==> src/rtl/pio_irq_servicer.sv <==
// Avalon-MM host that services an edge-capture PIO irq and forwards {edges,data} on a valid/ready port.
// Optional bus-stall watchdog enabled by defining PIO_SVC_TIMEOUT_EN.
module pio_irq_servicer #(
  parameter int unsigned BASE_ADDR = 0,
  parameter int unsigned ADDR_W    = 16,
  parameter logic [9:0]  IRQ_MASK  = 10'h3FF,
  parameter int unsigned TIMEOUT   = 255
) (
  input  logic              clk,
  input  logic              reset,
  input  logic              pio_irq,
  output logic [ADDR_W-1:0] avm_address,
  output logic              avm_read,
  output logic              avm_write,
  output logic [31:0]       avm_writedata,
  input  logic [31:0]       avm_readdata,
  input  logic              avm_waitrequest,
  output logic              evt_valid,
  input  logic              evt_ready,
  output logic [9:0]        evt_edges,
  output logic [9:0]        evt_data,
  output logic              init_done,
  output logic              err
);

  localparam logic [ADDR_W-1:0] ADDR_DATA = ADDR_W'(BASE_ADDR);
  localparam logic [ADDR_W-1:0] ADDR_MASK = ADDR_W'(BASE_ADDR + 8);
  localparam logic [ADDR_W-1:0] ADDR_EDGE = ADDR_W'(BASE_ADDR + 12);

  typedef enum logic [2:0] {
    S_INIT,
    S_IDLE,
    S_RD_EDGE,
    S_CLR_EDGE,
    S_RD_DATA,
    S_REPORT
  } state_t;

  state_t            state_q, state_d;
  logic              read_q, read_d;
  logic              write_q, write_d;
  logic [ADDR_W-1:0] addr_q, addr_d;
  logic [31:0]       wdata_q, wdata_d;
  logic              evt_valid_q, evt_valid_d;
  logic [9:0]        edges_q, edges_d;
  logic [9:0]        data_q, data_d;
  logic              init_done_q, init_done_d;
  logic              err_q, err_d;
  logic              accept;
  logic              timeout;
  logic              unused_rdata;

  assign accept       = (read_q | write_q) & ~avm_waitrequest;
  assign unused_rdata = ^avm_readdata[31:10];

`ifdef PIO_SVC_TIMEOUT_EN
  localparam int unsigned CNT_W = $clog2(TIMEOUT + 1) + 1;
  logic [CNT_W-1:0] wait_cnt_q, wait_cnt_d;

  // Fires on the stall cycle that would push the count past TIMEOUT.
  assign timeout = (read_q | write_q) & avm_waitrequest & (wait_cnt_q == CNT_W'(TIMEOUT));

  always_comb begin
    wait_cnt_d = '0;
    if ((read_q | write_q) && avm_waitrequest && !timeout)
      wait_cnt_d = wait_cnt_q + CNT_W'(1);
  end

  always_ff @(posedge clk or posedge reset) begin
    if (reset) wait_cnt_q <= '0;
    else       wait_cnt_q <= wait_cnt_d;
  end
`else
  logic [31:0] unused_timeout;
  assign unused_timeout = 32'(TIMEOUT);
  assign timeout        = 1'b0;
`endif

  always_comb begin
    state_d     = state_q;
    read_d      = read_q;
    write_d     = write_q;
    addr_d      = addr_q;
    wdata_d     = wdata_q;
    evt_valid_d = evt_valid_q;
    edges_d     = edges_q;
    data_d      = data_q;
    init_done_d = init_done_q;
    err_d       = err_q;

    case (state_q)
      S_INIT: begin
        if (!write_q) begin
          write_d = 1'b1;
          addr_d  = ADDR_MASK;
          wdata_d = {22'b0, IRQ_MASK};
        end else if (accept) begin
          write_d     = 1'b0;
          init_done_d = 1'b1;
          state_d     = S_IDLE;
        end
      end
      S_IDLE: begin
        if (pio_irq) begin
          read_d  = 1'b1;
          addr_d  = ADDR_EDGE;
          state_d = S_RD_EDGE;
        end
      end
      S_RD_EDGE: begin
        if (accept) begin
          read_d  = 1'b0;
          edges_d = avm_readdata[9:0];
          if (avm_readdata[9:0] == 10'd0) begin
            state_d = S_IDLE;
          end else begin
            // Writing back the snapshot clears edge_capture; address is already reg3.
            write_d = 1'b1;
            wdata_d = {22'b0, avm_readdata[9:0]};
            state_d = S_CLR_EDGE;
          end
        end
      end
      S_CLR_EDGE: begin
        if (accept) begin
          write_d = 1'b0;
          read_d  = 1'b1;
          addr_d  = ADDR_DATA;
          state_d = S_RD_DATA;
        end
      end
      S_RD_DATA: begin
        if (accept) begin
          read_d      = 1'b0;
          data_d      = avm_readdata[9:0];
          evt_valid_d = 1'b1;
          state_d     = S_REPORT;
        end
      end
      S_REPORT: begin
        if (evt_ready) begin
          evt_valid_d = 1'b0;
          state_d     = S_IDLE;
        end
      end
      default: state_d = S_INIT;
    endcase

    if (timeout) begin
      read_d  = 1'b0;
      write_d = 1'b0;
      err_d   = 1'b1;
      state_d = (state_q == S_INIT) ? S_INIT : S_IDLE;
    end
  end

  always_ff @(posedge clk or posedge reset) begin
    if (reset) begin
      state_q     <= S_INIT;
      read_q      <= 1'b0;
      write_q     <= 1'b0;
      addr_q      <= ADDR_DATA;
      wdata_q     <= '0;
      evt_valid_q <= 1'b0;
      edges_q     <= '0;
      data_q      <= '0;
      init_done_q <= 1'b0;
      err_q       <= 1'b0;
    end else begin
      state_q     <= state_d;
      read_q      <= read_d;
      write_q     <= write_d;
      addr_q      <= addr_d;
      wdata_q     <= wdata_d;
      evt_valid_q <= evt_valid_d;
      edges_q     <= edges_d;
      data_q      <= data_d;
      init_done_q <= init_done_d;
      err_q       <= err_d;
    end
  end

  assign avm_address   = addr_q;
  assign avm_read      = read_q;
  assign avm_write     = write_q;
  assign avm_writedata = wdata_q;
  assign evt_valid     = evt_valid_q;
  assign evt_edges     = edges_q;
  assign evt_data      = data_q;
  assign init_done     = init_done_q;
  assign err           = err_q;

endmodule

==> config.mk <==
export PLATFORM = sky130hd
export DESIGN_NAME = pio_irq_servicer
export DESIGN_NICKNAME = d
export VERILOG_FILES = /design/src/rtl/pio_irq_servicer.sv
export SDC_FILE = /design/constraint.sdc
export NUM_CORES = 1
export LEC_CHECK = 0
export CAP_MARGIN = 20
export CELL_PAD_IN_SITES_DETAIL_PLACEMENT = 0
export CELL_PAD_IN_SITES_GLOBAL_PLACEMENT = 1
export CORE_ASPECT_RATIO = 0.75
export CORE_MARGIN = 3
export CORE_UTILIZATION = 28
export CTS_CLUSTER_SIZE = 30
export DETAILED_ROUTE_END_ITERATION = 8
export PLACE_DENSITY = 0.91
export SLEW_MARGIN = 10
export SYNTH_ARGS = -nofsm -noshare
export SYNTH_HDL_FRONTEND = slang
export SYNTH_SLANG_ARGS = --single-unit
==> constraint.sdc <==
create_clock -name clk -period 2.15 [get_ports clk]
set_clock_uncertainty 0.15 [all_clocks]
set_input_delay 0.43 -clock clk [delete_from_list [all_inputs] [get_ports clk]]
set_output_delay 0.43 -clock clk [all_outputs]
set_load 0.02 [all_outputs]
==> run summary, run 1 <==
Outcome = completed
Die Width = 104 um
Total of max-cap violations = 0
Register area share after synthesis = 0.481
Drt via density = 4.08
WP data required = 2160 ps
Endpoint, Worst Hold = init_done$_DFFE_PP0P_
Initial antenna violation count = 0
Area added between synthesis and finish = 36.0%
Clock latency on the worst-skew pair = 280 ps
CTS buffer count = 5
Die area = 0.00832 mm^2
Final Util = 0.399
Clk pwr share = 0.160
Hold Startpoint = init_done$_DFFE_PP0P_
I/O pin cnt = 110
RSZ-0062 raised after global routing = no
Pin count of the biggest net entering global routing = 40
Crit-path cells = clkdlybuf4s50_1 -> or4_4 -> nor4_4 -> nor2_2 -> a311o_1
Switch share = 0.388
Gate power share = 0.503
Clock Tree Root = clkbuf_8
Final setup TNS = 0 ps
Crit Path Class = in2reg
Core box area = 0.00693 mm^2
Count of different cell masters after synthesis = 36
Slowest stage cell, crit path = or4_4
Post-cts sizing count = 0
Placer congestion estimate = 0.782
Hold Crit Depth = 1
Post-synth top cells = dfrtp_1, nand2_1, buf_4
WP buf/inv = 1
Critical Path AT = 2080 ps
Pre-CTS WS = -200 ps
Placed wire-length estimate = 3.65 mm
Fmax = 0.485 GHz
Share of cells above drive strength 1 = 0.221
First-pass GRT wire length = 7.67 mm
Starting DRC count in detailed routing = 71
Antenna-violating nets left = 0
Pwr dens = 1410 mW/mm^2
Vias post-DR = 1510
Count of input and output buffers = 50
Reg2reg setup slack = 320 ps
Hold Crit Class = reg2reg
Internal power = 2.38 mW
CTS Buffer Depth = 2
Drt pass-1 iters = 4
Top-area cell type share of the netlist area = 0.481
Clk slew on worst S/H paths = 70 ps
Crit end category = flop
P_leak = 1.25 nW
Vias in the first global route = 1458
Post-synth EDFFs = 0
Total congestion overflow = 0
DRC viols = 0
H-tree depth = 2
GR Util All Layers = 0.116
Syn. warnings = 0
Synth Register Bits = 39
CTS tree = built
Worst Path Max Fanout = 2
Post-Synthesis Cells = 203
Slew @ Worst Pin = 510 ps
Worst vdd ir = 0.626 mV
CP max stage delay = 560 ps
Starting density of the core = 0.293
Cell area after layout = 0.00276 mm^2
Dpl cell area = 0.00264 mm^2
Max Slew Vio Count = 0
Number of diodes = 0
Post-synth top area cell = dfrtp_1
Final WS setup = 87.4 ps
Die Y = 79.8 um
# setup viols final = 0
Primary FF master, synth = dfrtp_1
Tmin final = 2060 ps
Sequential power share = 0.337
# hold bufs at CTS = 0
DRT Wirelength = 4.74 mm
Final nets = 308
Routed len/inst = 12.8 um
Setup crit start kind = input port
Synthesized area = 0.00203 mm^2
End of the worst register-to-register path = avm_writedata[7]$_DFFE_PP0P_
Clk sinks = 39
Syn_area_per_cell = 10.0 um^2
Rows = 26
Sw Pwr = 1.51 mW
Final period util = 0.959
Area contributors post-synth = dfrtp_1, buf_4, nand2_1, mux2_2, o21ai_2
R2r worst-path depth = 6
Post-CTS Setup Inserts = 0
Top delay family on crit path = simple AND/OR/NAND/NOR gates
Origin of the critical flop-to-flop path = state_q[0]$_DFFE_PP0P_
Async set-reset flop share out of synthesis = 1.00
Hold Vio Cnt, Final = 0
Relative slew slack = 0.660
[registers in the layout, indices dropped and copies added, names as in the netlist]
name,flops
evt_valid,1
avm_write,1
init_done,1
avm_address,2
avm_read,1
evt_edges,10
avm_writedata,10
state_q,3
evt_data,10
[worst max path at each step]
stage | startpoint | endpoint | slack [ps] | cells past startpoint
after global routing | avm_readdata[3] | state_q[1]$_DFFE_PP0P_ | 70 | 5
after global placement | avm_readdata[3] | state_q[1]$_DFFE_PP0P_ | -190 | 5
after floorplan | avm_write$_DFFE_PP0P_ | evt_data[0]$_DFFE_PP0P_ | 310 | 4
final | avm_readdata[3] | state_q[1]$_DFFE_PP0P_ | 90 | 5
after detailed placement | avm_readdata[3] | state_q[1]$_DFFE_PP0P_ | -200 | 5
after CTS | avm_write$_DFFE_PP0P_ | avm_write | 50 | 1
[area by class of cell]
cell class / count / area (um^2)
clock inverter: 2 / 35.0
inverter: 4 / 15.0
timing repair buffer: 72 / 678
fill: 707 / 4170
tap: 98 / 123
clock buffer: 6 / 82.6
multi-input combinational: 149 / 852
sequential: 39 / 977
[worst register-to-register path: stages (launching register included)]
cell and delay [ps]:
dfrtp_1 490, buf_4 220, nor3_1 310, nand2_1 140
nor2_2 180, buf_12 170, o21ai_2 70
[cell families after synthesis]
logic type / Yosys count / synth area share
other: 1 / 0.00185
buffers and inverters: 51 / 0.169
and+or+nand+nor: 69 / 0.168
AOI/OAI and AO/OA: 31 / 0.113
muxes: 12 / 0.0665
DFF: 39 / 0.481
[per-layer routing]
metal  GRT usage  vias up  part of all wire
met5           0        -                 0
met4      0.0199        0            0.0030
met3      0.0372        2             0.062
met2       0.168       50              0.45
met1       0.169      719              0.48
li1            -      739                 -
[metrics by stage]
stage / hold slack (ps) / cells / power (mW)
2_1_floorplan: 416 / 239 / 2.45
3_3_place_gp: 303 / 362 / 3.23
3_5_place_dp: 314 / 362 / 3.29
4_1_cts: 333 / 370 / 3.93
5_1_grt: 356 / 370 / 4.16
6_report: 324 / 370 / 3.89
[cell usage in the layout, fill, tap and decap left out, types with 2 or more instances in the layout]
cell / synthesis / routed
nor2b_1: 2 / 2
nor4_4: 2 / 2
buf_4: 37 / 21
o21ai_0: 4 / 4
nor2_1: 12 / 12
clkdlybuf4s50_1: 0 / 50
dfrtp_1: 39 / 38
inv_1: 4 / 4
o21ai_2: 10 / 10
nor3b_1: 3 / 3
nor3_1: 3 / 3
mux2_2: 12 / 12
a21oi_1: 6 / 6
nand2_1: 39 / 39
clkbuf_8: 0 / 6
conb_1: 1 / 37
[power groups by stage]
stage / Sequential [mW] / Combinational [mW] / Clock [mW]
final: 1.31 / 1.96 / 0.622
after global routing: 1.36 / 2.12 / 0.684
after CTS: 1.31 / 1.98 / 0.645
after detailed placement: 1.32 / 1.97 / 0
after global placement: 1.31 / 1.92 / 0
after floorplan: 1.60 / 0.855 / 0
No activity file was read; power rests on OpenSTA's default activity.
==> run 2, diff against run 1 <==
--- a/config.mk
+++ b/config.mk
@@ -18,3 +18,4 @@
 export SYNTH_ARGS = -nofsm -noshare
 export SYNTH_HDL_FRONTEND = slang
 export SYNTH_SLANG_ARGS = --single-unit
+export TNS_END_PERCENT = 50
==> results of run 2 <==
The final DEF is identical to that of run 1; final timing and power are the same.
==> run 3, diff against run 2 <==
--- a/config.mk
+++ b/config.mk
@@ -9,7 +9,7 @@
 export CELL_PAD_IN_SITES_DETAIL_PLACEMENT = 0
 export CELL_PAD_IN_SITES_GLOBAL_PLACEMENT = 1
 export CORE_ASPECT_RATIO = 0.75
-export CORE_MARGIN = 3
+export CORE_MARGIN = 4
 export CORE_UTILIZATION = 28
 export CTS_CLUSTER_SIZE = 30
 export DETAILED_ROUTE_END_ITERATION = 8
==> run summary, run 3 (synthesis gave the netlist of run 1 again) <==
Outcome = completed (unchanged)
DRT Wirelength = 4.96 mm (was 4.74 mm)
Hold Vio Cnt, Final = 0 (unchanged)
Die Width = 106 um (was 104 um)
Crit end category = primary output (was flop)
Final Util = 0.397 (was 0.399)
M3 GR Usage = 0.0558 (was 0.0372)
Starting DRC count in detailed routing = 79 (was 71)
Placed wire-length estimate = 3.74 mm (was 3.65 mm)
Pin count of the biggest net entering global routing = 40 (unchanged)
Fmax = 0.482 GHz (was 0.485 GHz)
Share of cells above drive strength 1 = 0.223 (was 0.221)
Clk sinks = 39 (unchanged)
Clock Tree Root = clkbuf_8 (unchanged)
CTS Buffer Depth = 2 (unchanged)
Area added between synthesis and finish = 35.6% (was 36.0%)
Number of diodes = 0 (unchanged)
Crit-path cells = clkdlybuf4s50_1 (was clkdlybuf4s50_1 -> or4_4 -> nor4_4 -> nor2_2 -> a311o_1)
Drt via density = 4.14 (was 4.08)
RSZ-0062 raised after global routing = no (unchanged)
Worst vdd ir = 0.788 mV (was 0.626 mV)
Leading cell types in the layout, fill and taps excluded = clkdlybuf4s50_1, nand2_1, dfrtp_1 (unchanged)
Drt pass-1 iters = 4 (unchanged)
Die area = 0.00869 mm^2 (was 0.00832 mm^2)
Register area = 977 um^2 (unchanged)
Pwr dens = 1410 mW/mm^2 (about the same)
I/O pin cnt = 110 (unchanged)
Cell area after layout = 0.00275 mm^2 (was 0.00276 mm^2)
Antenna-violating nets left = 0 (unchanged)
Dpl cell area = 0.00264 mm^2 (about the same)
Routed len/inst = 13.4 um (was 12.8 um)
Total of max-cap violations = 0 (unchanged)
Placer congestion estimate = 0.753 (was 0.782)
Busiest grt layer = met2 (was met1)
CP max stage delay = 680 ps (was 560 ps)
CTS buffer count = 5 (unchanged)
GR Util All Layers = 0.115 (was 0.116)
Commonest non-fill, non-tap cell in the layout = clkdlybuf4s50_1 (unchanged)
First-pass GRT wire length = 7.76 mm (was 7.67 mm)
Final period util = 0.965 (was 0.959)
Vias in the first global route = 1531 (was 1458)
Slew @ Worst Pin = 510 ps (about the same)
Relative slew slack = 0.660 (about the same)
Pwr Total = 3.89 mW (about the same)
Clk slew on worst S/H paths = 80 ps (was 70 ps)
Non-Filler Instances = 371 (was 370)
Reg2reg setup slack = 280 ps (was 320 ps)
Die Y = 81.8 um (was 79.8 um)
Setup crit start kind = flop (was input port)
Final nets = 309 (was 308)
H-tree depth = 2 (unchanged)
Crit Path Class = reg2out (was in2reg)
Total congestion overflow = 0 (unchanged)
Fillers = 708 (was 707)
Global routing usage on met1 = 0.143 (was 0.169)
Area occupied by multi-input gates = 852 um^2 (unchanged)
CTS tree = built (unchanged)
Rows = 26 (unchanged)
WP buf/inv = 1 (unchanged)
Clock latency on the worst-skew pair = 300 ps (was 280 ps)
DRC viols = 0 (unchanged)
Core box area = 0.00693 mm^2 (unchanged)
Initial antenna violation count = 0 (unchanged)
Max Slew Vio Count = 0 (unchanged)
Tmin final = 2070 ps (was 2060 ps)
Critical Path AT = 1490 ps (was 2080 ps)
Slowest stage cell, crit path = clkdlybuf4s50_1 (was or4_4)
Met2 Track Usage GR = 0.183 (was 0.168)
Worst Path Max Fanout = 8 (was 2)
# setup viols final = 0 (unchanged)
WP data required = 1570 ps (was 2160 ps)
Top delay family on crit path = buffers and inverters (was simple AND/OR/NAND/NOR gates)
Count of input and output buffers = 50 (unchanged)
P_leak = 1.25 nW (about the same)
Vias post-DR = 1536 (was 1510)
Placed Cells = 363 (was 362)
Starting density of the core = 0.293 (unchanged)
Hold Crit Class = reg2reg (unchanged)
run 3: worst paths after layout:
check,cells after the start,from,to
max in group asynchronous,3,reset,avm_write$_DFFE_PP0P_
worst max register to register,4,state_q[0]$_DFFE_PP0P_,evt_data[4]$_DFFE_PP0P_
worst min register to register,2,evt_edges[3]$_DFFE_PP0P_,evt_edges[3]$_DFFE_PP0P_
min in group asynchronous,3,reset,init_done$_DFFE_PP0P_
worst max-delay path,1,avm_read$_DFFE_PP0P_,avm_read
worst min-delay path,2,evt_edges[3]$_DFFE_PP0P_,evt_edges[3]$_DFFE_PP0P_
run 3: through the flow:
stage | setup slack [ps] | hold WS (ps) | setup TNS (ps)
detailed placement | -224 | 312 | -2390
floorplan | 308 | 416 | 0
CTS | 22.9 | 329 | 0
finish | 76.0 | 325 | 0
global route | 6.55 | 350 | 0
global placement | -196 | 305 | -1970
run 3: final cells by class:
type	count	area share
multi-input cells	149	0.310
repair buffers	73	0.245
clock inverters	3	0.0159
well taps	98	0.0445
clock buffers	5	0.0250
inverters	4	0.00545
flip-flops and latches	39	0.355
run 3: where the power goes:
part	total (mW)	switching (mW)	leakage, nW	internal, mW
clock	0.624	0.278	0.0581	0.346
combinational	1.94	1.00	0.735	0.939
sequential	1.33	0.267	0.454	1.06
total	3.89	1.55	1.25	2.34
run 3: worst register-to-register path: stages (launching register included):
cell	delay (ps)
dfrtp_1	540
buf_4	240
nor4_4	270
buf_4	200
mux2_2	350
run 3: repair_timing:
item / 4_1_cts / 5_1_grt
endpoints found under the setup margin: 0 / 1
gates resized for setup: 0 / 1
setup buffers: 0 / 0
hold buffers: 0 / 0
run 3: metal layers:
| metal | vias to the layer above | routed length, um |
|---|---|---|
| met4 | 0 | 22 |
| met5 | - | 0 |
| met1 | 738 | 2160 |
| met2 | 54 | 2300 |
| met3 | 4 | 475 |
| li1 | 740 | - |
